==> src/rtl/pwm_pkg.sv <==
// Shared types for the PWM modulator.
// Contents: pwm_state_t, the run/idle state of the modulator FSM.
package pwm_pkg;

    typedef enum logic {
        IDLE = 1'b0,
        RUN  = 1'b1
    } pwm_state_t;

endpackage

==> src/rtl/pwm_modulator.sv <==
// PWM modulator: turns an N-bit level into a 1-bit PWM stream whose period is
// 2^N ena ticks. The requested duty is shadowed and only taken up at period
// boundaries, and a run/idle FSM lets the stream stop cleanly at a period end.
//
// Ports:
//   clk          in   system clock, all state on posedge
//   rst          in   asynchronous active-low reset
//   ena          in   tick; the period counter advances only when ena==1
//   run          in   1 = modulate, 0 = stop at the next period end
//   duty         in   requested high-time in ticks (0 .. 2^N-1)
//   out          out  PWM output
//   period_done  out  one-cycle pulse after each completed period
//   busy         out  1 while the FSM is in RUN
//
// State | meaning
// ------+--------------------------------------------------------------
// IDLE  | stopped; counter parked at 0, out low, waiting for run
// RUN   | modulating; counter walks 0..MAX on ena, duty reloaded at wrap
module pwm_modulator
    import pwm_pkg::*;
#(
    parameter int N = 8
) (
    input  logic         clk,
    input  logic         rst,
    input  logic         ena,
    input  logic         run,
    input  logic [N-1:0] duty,
    output logic         out,
    output logic         period_done,
    output logic         busy
);

    localparam logic [N-1:0] MAX = {N{1'b1}};

    pwm_state_t   r_state;
    pwm_state_t   w_state_nxt;
    logic [N-1:0] r_cnt;
    logic [N-1:0] w_cnt_nxt;
    logic [N-1:0] r_duty_q;
    logic [N-1:0] w_duty_nxt;
    logic         r_period_done;
    logic         w_period_done_nxt;
    logic         w_period_end;

    always_ff @(posedge clk or negedge rst) begin
        if (!rst) begin
            r_state       <= IDLE;
            r_cnt         <= '0;
            r_duty_q      <= '0;
            r_period_done <= 1'b0;
        end else begin
            r_state       <= w_state_nxt;
            r_cnt         <= w_cnt_nxt;
            r_duty_q      <= w_duty_nxt;
            r_period_done <= w_period_done_nxt;
        end
    end

    assign w_period_end = (r_state == RUN) && ena && (r_cnt == MAX);

    always_comb begin
        w_state_nxt       = r_state;
        w_cnt_nxt         = r_cnt;
        w_duty_nxt        = r_duty_q;
        w_period_done_nxt = 1'b0;
        case (r_state)
            IDLE: begin
                w_cnt_nxt = '0;
                // Start does not wait for ena; the first tick of the new
                // period is the cycle right after the transition.
                if (run) begin
                    w_state_nxt = RUN;
                    w_duty_nxt  = duty;
                end
            end
            RUN: begin
                if (w_period_end) begin
                    // The duty presented on the wrap edge is the one used for
                    // the whole next period; run is only honoured here so a
                    // period is never truncated.
                    w_cnt_nxt         = '0;
                    w_duty_nxt        = duty;
                    w_period_done_nxt = 1'b1;
                    if (!run) begin
                        w_state_nxt = IDLE;
                    end
                end else if (ena) begin
                    w_cnt_nxt = r_cnt + 1'b1;
                end
            end
            default: begin
                w_state_nxt = IDLE;
                w_cnt_nxt   = '0;
            end
        endcase
    end

    // Outputs come only from flops, so nothing on the inputs can glitch them.
    always_comb begin
        busy        = (r_state == RUN);
        out         = (r_state == RUN) && (r_cnt < r_duty_q);
        period_done = r_period_done;
    end

endmodule
==> config.mk <==
export PLATFORM = sky130hd
export DESIGN_NAME = pwm_modulator
export DESIGN_NICKNAME = d
export VERILOG_FILES = /design/src/rtl/pwm_pkg.sv /design/src/rtl/pwm_modulator.sv
export SDC_FILE = /design/constraint.sdc
export NUM_CORES = 1
export LEC_CHECK = 0
export BUFFER_PORTS_ARGS = -buffer_cell sky130_fd_sc_hd__buf_2
export CAP_MARGIN = 10
export CORE_MARGIN = 3
export CORE_UTILIZATION = 50
export DETAILED_ROUTE_END_ITERATION = 12
export PLACE_DENSITY = 0.77
export SLEW_MARGIN = 20
export SYNTH_ARGS = -nofsm -noshare
export SYNTH_HDL_FRONTEND = slang
export SYNTH_SLANG_ARGS = --single-unit
==> constraint.sdc <==
create_clock -name clk -period 2.5 [get_ports clk]
set_clock_uncertainty 0.1 [all_clocks]
set_input_delay 0.5 -clock clk [delete_from_list [all_inputs] [get_ports clk]]
set_output_delay 0.5 -clock clk [all_outputs]
set_load 0.01 [all_outputs]
==> results.md, run 1 <==
- DR WL/cell: 15.27 um
- Grt total ovfl: 0
- CTS root buffer: clkbuf_4
- Placed cells: 131
- Most common cell in the netlist: dfrtp_1
- Slew Viols, Final: 0
- Startpoint Class: flop
- Post-route ant nets: 0
- Die Y: about 51 um
- Clk sinks: 18
- Initial Util: 0.5521
- Drt pass-1 iters: 4
- Synth cell types: 31
- Syn avg cell area: roughly 11 um^2
- Fmax: 422.5 MHz
- First-pass GRT wire length: 3394 um
- Die Span X: 50.60 um
- Period utilization: 0.9468
- Combinational Power Share: 0.429
- Area contributors post-synth: dfrtp_1, ha_1, mux2_2
- Core area: about 1800 um^2
- Final setup violation count: 0
- Hold WC Path Type: primary input to async pin
- Dpl hpwl: 1474 um
- Clk pwr share: 0.140
- Worst r2r src: r_cnt[0]
- Routed wire length: ~2100 um
- Share of the synthesized area in the top cell type: 0.4528
- Critical-path maximum fanout: 6
- Post-synth top area cell: dfrtp_1
- Sw power: 398.4 uW
- Area of the multi-input gates: 533.0 um^2
- Initial antenna violation count: 0
- Outcome: finished, final reports clean
- Reg power frac: 0.432
- Register Area: 452.9 um^2
- Post-Syn Area: 994.7 um^2
- Final std cells w/o fill: 135
- Slew headroom: 0.6593
- Layout cells sized above 1: 0.3182
- RD Place Congestion: around 0.83
- Total length of routed met2 wires: ~1000 um
- Leakage Power: 0.5105 nW
- Final net count: 132
- Vias in the first global route: 719
- Initial DRC count: 7
- Routed met3 length: 70 um
- Fill cells: between 150 and 200
- Unrepaired setup endpoints after global routing: false
- Diode count: 0
- DP Worst Slack: 0.1245 ns
- # hold bufs at CTS: 0
- Syn-to-layout area delta: 17.61%
- CP endpoint kind: output pin
- Worst EP arrival: 1.77 ns
- Die ar.: 2560 um^2
- H-tree depth: 1
- Final worst path period need: 2.367 ns
- FF+latch count, synth: 18
- Met1 Wirelength: 915 um
- EDFF count, synth: 0
- Clk slew on worst S/H paths: 0.10 ns
- Slew @ Worst Pin: roughly 0.51 ns
- TritonCTS buffer count: 3
- Final worst slack: 0.1330 ns
- Switching share of power: 0.3829
- IO Port Bufs: 14
- Critical path launch point: r_cnt[5]
- Top_reg_cell synth: dfrtp_1
- GRT Total Usage: 0.1831
- Asr flop ratio synth: 1.000
- Clock buffer depth: 2
- Synth Net Count: 111
- CTS tree: built
- DRC: 0
- Ys Warns: 0
- Worst-skew pair later-pin latency: around 0.30 ns
- Synth cell count leaders: dfrtp_1, inv_1, ha_1, mux2_2, nand2_1
- Max-cap violations: 0
- Maximum VDD drop: 0.4712 mV
- Required time of the critical path: 1.90 ns
- Post-layout util: 0.6493
- Synthesized instance count: 91
- TNS Setup: 0 ns
- IO Pins: 15
- Critical path class: flop to output pin
- Vias: 785
- Total internal power: 641.9 uW
- Max layer used: met4
- Power Density: just under 900 nW/um^2
- # rows: 15
- Vias per Instance: around 5.8
- Largest net degree at the start of global routing: 19
- Hold Vio Cnt, Final: 0
- Seq/Total Area, Yosys: 0.4528
final cells by class:
| cell class | count | share of cell area |
|---|---|---|
| Multi-Input combinational cell | 62 | 0.4556 |
| Sequential cell | 18 | 0.3872 |
| Timing Repair Buffer | 17 | 0.07914 |
| Inverter | 10 | 0.03209 |
| Tap cell | 25 | 0.02674 |
| Clock buffer | 3 | 0.01925 |
cells in the final DEF (no fill, tap or decap), types with 3 or more instances in the layout:
cell / synthesis / routed
nand3_1: 5 / 5
nor2_1: 3 / 3
mux2_2: 8 / 8
inv_1: 9 / 9
buf_2: 1 / 14
ha_1: 8 / 7
dfrtp_1: 18 / 16
o21ai_0: 5 / 4
buf_4: 0 / 3
clkbuf_4: 0 / 3
nand2_1: 7 / 7
timing repair:
action	4_1_cts	5_1_grt
pin swaps	1	1
setup endpoints to repair	1	1
hold endpoints to repair	0	0
resized for setup	4	3
buffers inserted	1	0
power groups by stage:
stage	clock (mW)	sequential, mW	combinational (mW)
after floorplan	0	0.449	0.244
after global placement	0	0.456	0.329
after detailed placement	0	0.460	0.353
after CTS	0.151	0.443	0.405
after global routing	0.169	0.458	0.499
final	0.145	0.449	0.446
metrics by stage:
stage               hold WS, ns  total power [mW]  instance area (um^2)
global placement         0.3488            0.7849                  1106
global route            0.01515             1.126                  1170
CTS                     0.02799            0.9981                  1144
floorplan                0.1044            0.6937                 994.7
finish                  0.01349             1.040                  1170
detailed placement       0.3583            0.8126                  1106
path summary, 6_finish.rpt:
check	end	slack, ns	depth (start not counted)
setup / recovery	out	0.13	5
hold / removal	busy	0.01	1
setup reg to reg	r_duty_q[5]	0.48	4
hold reg to reg	r_duty_q[4]	0.41	1
max in group asynchronous	r_cnt[3]	1.97	1
min in group clk	r_duty_q[1]	0.33	2
sequential cells by signal, summed over array words and instances, names as in the netlist:
signal and count:
r_duty_q 8, busy 1, r_cnt 8, period_done 1
layer usage:
metal  GRT usage  up-vias
li1            -      370
met1      0.2326      387
met2      0.2804       21
met3     0.03561        7
met4      0.1211        0
met5           0        -
kinds of logic after synthesis:
kind of cell	after synthesis	share of synthesized area
AOI/OAI and AO/OA	17	0.1358
DFF	18	0.4528
xor gates and xnor gates	2	0.01761
muxes	9	0.1006
adders and majority gates	8	0.1006
buffers and inverters	11	0.04276
and+or+nand+nor	26	0.1497
worst max-delay path, cell delays in order, from the launching register on:
cell	delay, ns
dfrtp_2	0.47
ha_1	0.26
a2111oi_4	0.32
o21ai_1	0.11
a41oi_1	0.16
buf_2	0.16
No activity file was read; power rests on OpenSTA's default activity.
==> inputs of run 2 (changes only) <==
- PLACE_DENSITY: 0.77 -> unset
- PLACE_DENSITY_LB_ADDON: unset -> 0.1
==> run 2 against run 1 <==
  * Sequential power down 1%
  * Global-route usage shrank 1.1 points
  * Worst hold slack better by 0.011 ns
  * Die area did not move
  * Largest power group is now combinational logic
  * Power grew 3.4%
  * Critical endpoint unchanged
  * Critical path depth unchanged
  * Fmax is 1.7% lower
==> results.md, run 2 (same netlist as run 1, synthesis figures left out) <==
- Leakage Power: 0.5229 nW (was 0.5105 nW)
- DR WL/cell: 14.84 um (was 15.27 um)
- Initial antenna violation count: 0 (unchanged)
- IO Pins: 15 (unchanged)
- Final setup violation count: 0 (unchanged)
- CTS tree: built (unchanged)
- TritonCTS buffer count: 3 (unchanged)
- Routed wire length: 2033 um (was 2061 um)
- DP Worst Slack: 0.3130 ns (was 0.1245 ns)
- CP max stage cell: dfrtp_1 (was dfrtp_2)
- Final hold slack: 0.02463 ns (was 0.01349 ns)
- Vias in the first global route: 737 (was 719)
- Finished Cell Area: 1190 um^2 (was 1170 um^2)
- CP endpoint kind: output pin (unchanged)
- Largest regs: r_cnt: 8 flops, r_duty_q: 8 flops (unchanged)
- Most common cell after layout, fill and taps aside: dfrtp_1 (unchanged)
- Max-cap violations: 0 (unchanged)
- Vias: 768 (was 785)
- CTS root buffer: clkbuf_4 (unchanged)
- Critical-path maximum fanout: 2 (was 6)
- IO Port Bufs: 14 (unchanged)
- Core area: 1802 um^2 (unchanged)
- Die ar.: 2560 um^2 (unchanged)
- Final worst path period need: 2.407 ns (was 2.367 ns)
- Final worst slack: 0.09316 ns (was 0.1330 ns)
- Die Y: 50.60 um (unchanged)
- Fmax: 415.5 MHz (was 422.5 MHz)
- Initial DRC count: 7 (unchanged)
- Worst EP arrival: 1.81 ns (was 1.77 ns)
- Slew @ Worst Pin: 0.5032 ns (was 0.5111 ns)
- Placed Area: 1114 um^2 (was 1106 um^2)
- Combinational Power Share: 0.423 (was 0.429)
- Top cell family by delay on the critical path: compound AO/OA/AOI/OAI gates (unchanged)
- Most frequent cells in the layout: dfrtp_1, buf_2, inv_1 (unchanged)
- H-tree depth: 1 (unchanged)
- Clk pwr share: 0.164 (was 0.140)
- Largest net degree at the start of global routing: 19 (unchanged)
- Final net count: 133 (was 132)
- First-pass GRT wire length: 3277 um (was 3394 um)
- Switching share of power: 0.3714 (was 0.3829)
- Sw power: 399.5 uW (was 398.4 uW)
- Die Span X: 50.60 um (unchanged)
- Hold WC Path Type: primary input to async pin (unchanged)
- Clk sinks: 18 (unchanged)
- CP cell instances: ha_4, a2111oi_4, o21ai_1, a41oi_1, buf_2 (was ha_1, a2111oi_4, o21ai_1, a41oi_1, buf_2)
- Slew headroom: 0.6645 (was 0.6593)
- Clock buffer depth: 2 (unchanged)
- Dpl hpwl: 1403 um (was 1474 um)
- Maximum VDD drop: 0.5019 mV (was 0.4712 mV)
- DRC: 0 (unchanged)
- # rows: 15 (unchanged)
- Initial Util: 0.5521 (unchanged)
- Slew Viols, Final: 0 (unchanged)
- Worst-skew pair later-pin latency: 0.29 ns (was 0.30 ns)
- RD Place Congestion: 0.8173 (was 0.8342)
- Startpoint Class: flop (unchanged)
- Critical path class: flop to output pin (unchanged)
- Drt pass-1 iters: 4 (unchanged)
- GRT Total Usage: 0.1720 (was 0.1831)
- Hold Vio Cnt, Final: 0 (unchanged)
- Reg power frac: 0.413 (was 0.432)
- Post-layout util: 0.6604 (was 0.6493)
- Diode count: 0 (unchanged)
- Syn-to-layout area delta: 19.62% (was 17.61%)
- WP buf/inv: 1 (unchanged)
- Period utilization: 0.9627 (was 0.9468)
- Vias per Instance: 5.606 (was 5.815)
- Total internal power: 676.1 uW (was 641.9 uW)
- Grt total ovfl: 0 (unchanged)
- CP peak stage delay: 0.43 ns (was 0.47 ns)
- Power Density: 904.0 nW/um^2 (was 889.2 nW/um^2)
- Required time of the critical path: 1.90 ns (about the same)
- Outcome: finished, final reports clean (unchanged)
- Post-route ant nets: 0 (unchanged)
- Clk slew on worst S/H paths: 0.10 ns (about the same)
- Layout cells sized above 1: 0.3214 (was 0.3182)
- Worst r2r src: r_cnt[0] (unchanged)
- Critical path launch point: r_cnt[3] (was r_cnt[5])
-- run 2: power by group through the flow --
stage | clock, mW | combinational, mW | sequential [mW]
after global placement | 0 | 0.364 | 0.442
after global routing | 0.200 | 0.509 | 0.457
after detailed placement | 0 | 0.370 | 0.445
after floorplan | 0 | 0.244 | 0.449
final | 0.177 | 0.455 | 0.444
after CTS | 0.183 | 0.398 | 0.440
-- run 2: final timing paths --
check	to	slack, ns	cells past startpoint
worst max-delay path	out	0.09	5
worst min-delay path	r_cnt[7]	0.02	1
worst max register to register	r_duty_q[7]	0.55	4
worst min register to register	r_duty_q[6]	0.42	1
max in group asynchronous	r_cnt[5]	1.96	1
min in group clk	r_duty_q[2]	0.33	2
-- run 2: worst reg2reg max path, stage by stage, from the launching register on --
cell and delay (ns):
dfrtp_1 0.43, ha_1 0.25, nand3_1 0.19, o32ai_4 0.49, mux2_2 0.40
-- run 2: layer usage --
layer  up-vias  part of all wire  track usage
met5         -                 0            0
met4         0             0.016      0.08072
met3         6             0.026      0.02671
met2        14              0.51       0.2870
met1       373              0.45       0.2166
li1        375                 -            -
-- run 2: cell type report --
type | count | area (um^2)
Fill cell | 156 | 611.8
Multi-Input combinational cell | 62 | 533.0
Sequential cell | 18 | 451.7
Timing Repair Buffer | 18 | 100.1
Inverter | 10 | 37.54
Clock buffer | 4 | 36.28
Tap cell | 25 | 31.28
-- run 2: timing repair --
action | 4_1_cts | 5_1_grt
gates resized for setup | 3 | 3
pin swaps | 0 | 1
hold buffers | 0 | 0
gates cloned | 0 | 0
buffers inserted | 0 | 1
endpoints found under the setup margin | 1 | 1
-- run 2: through the flow --
stage | TNS, ns | cells | total power, mW
finish | 0 | 137 | 1.076
global route | -0.01068 | 137 | 1.166
CTS | 0 | 136 | 1.021
detailed placement | 0 | 132 | 0.8153
global placement | 0 | 132 | 0.8063
floorplan | 0 | 91 | 0.6937
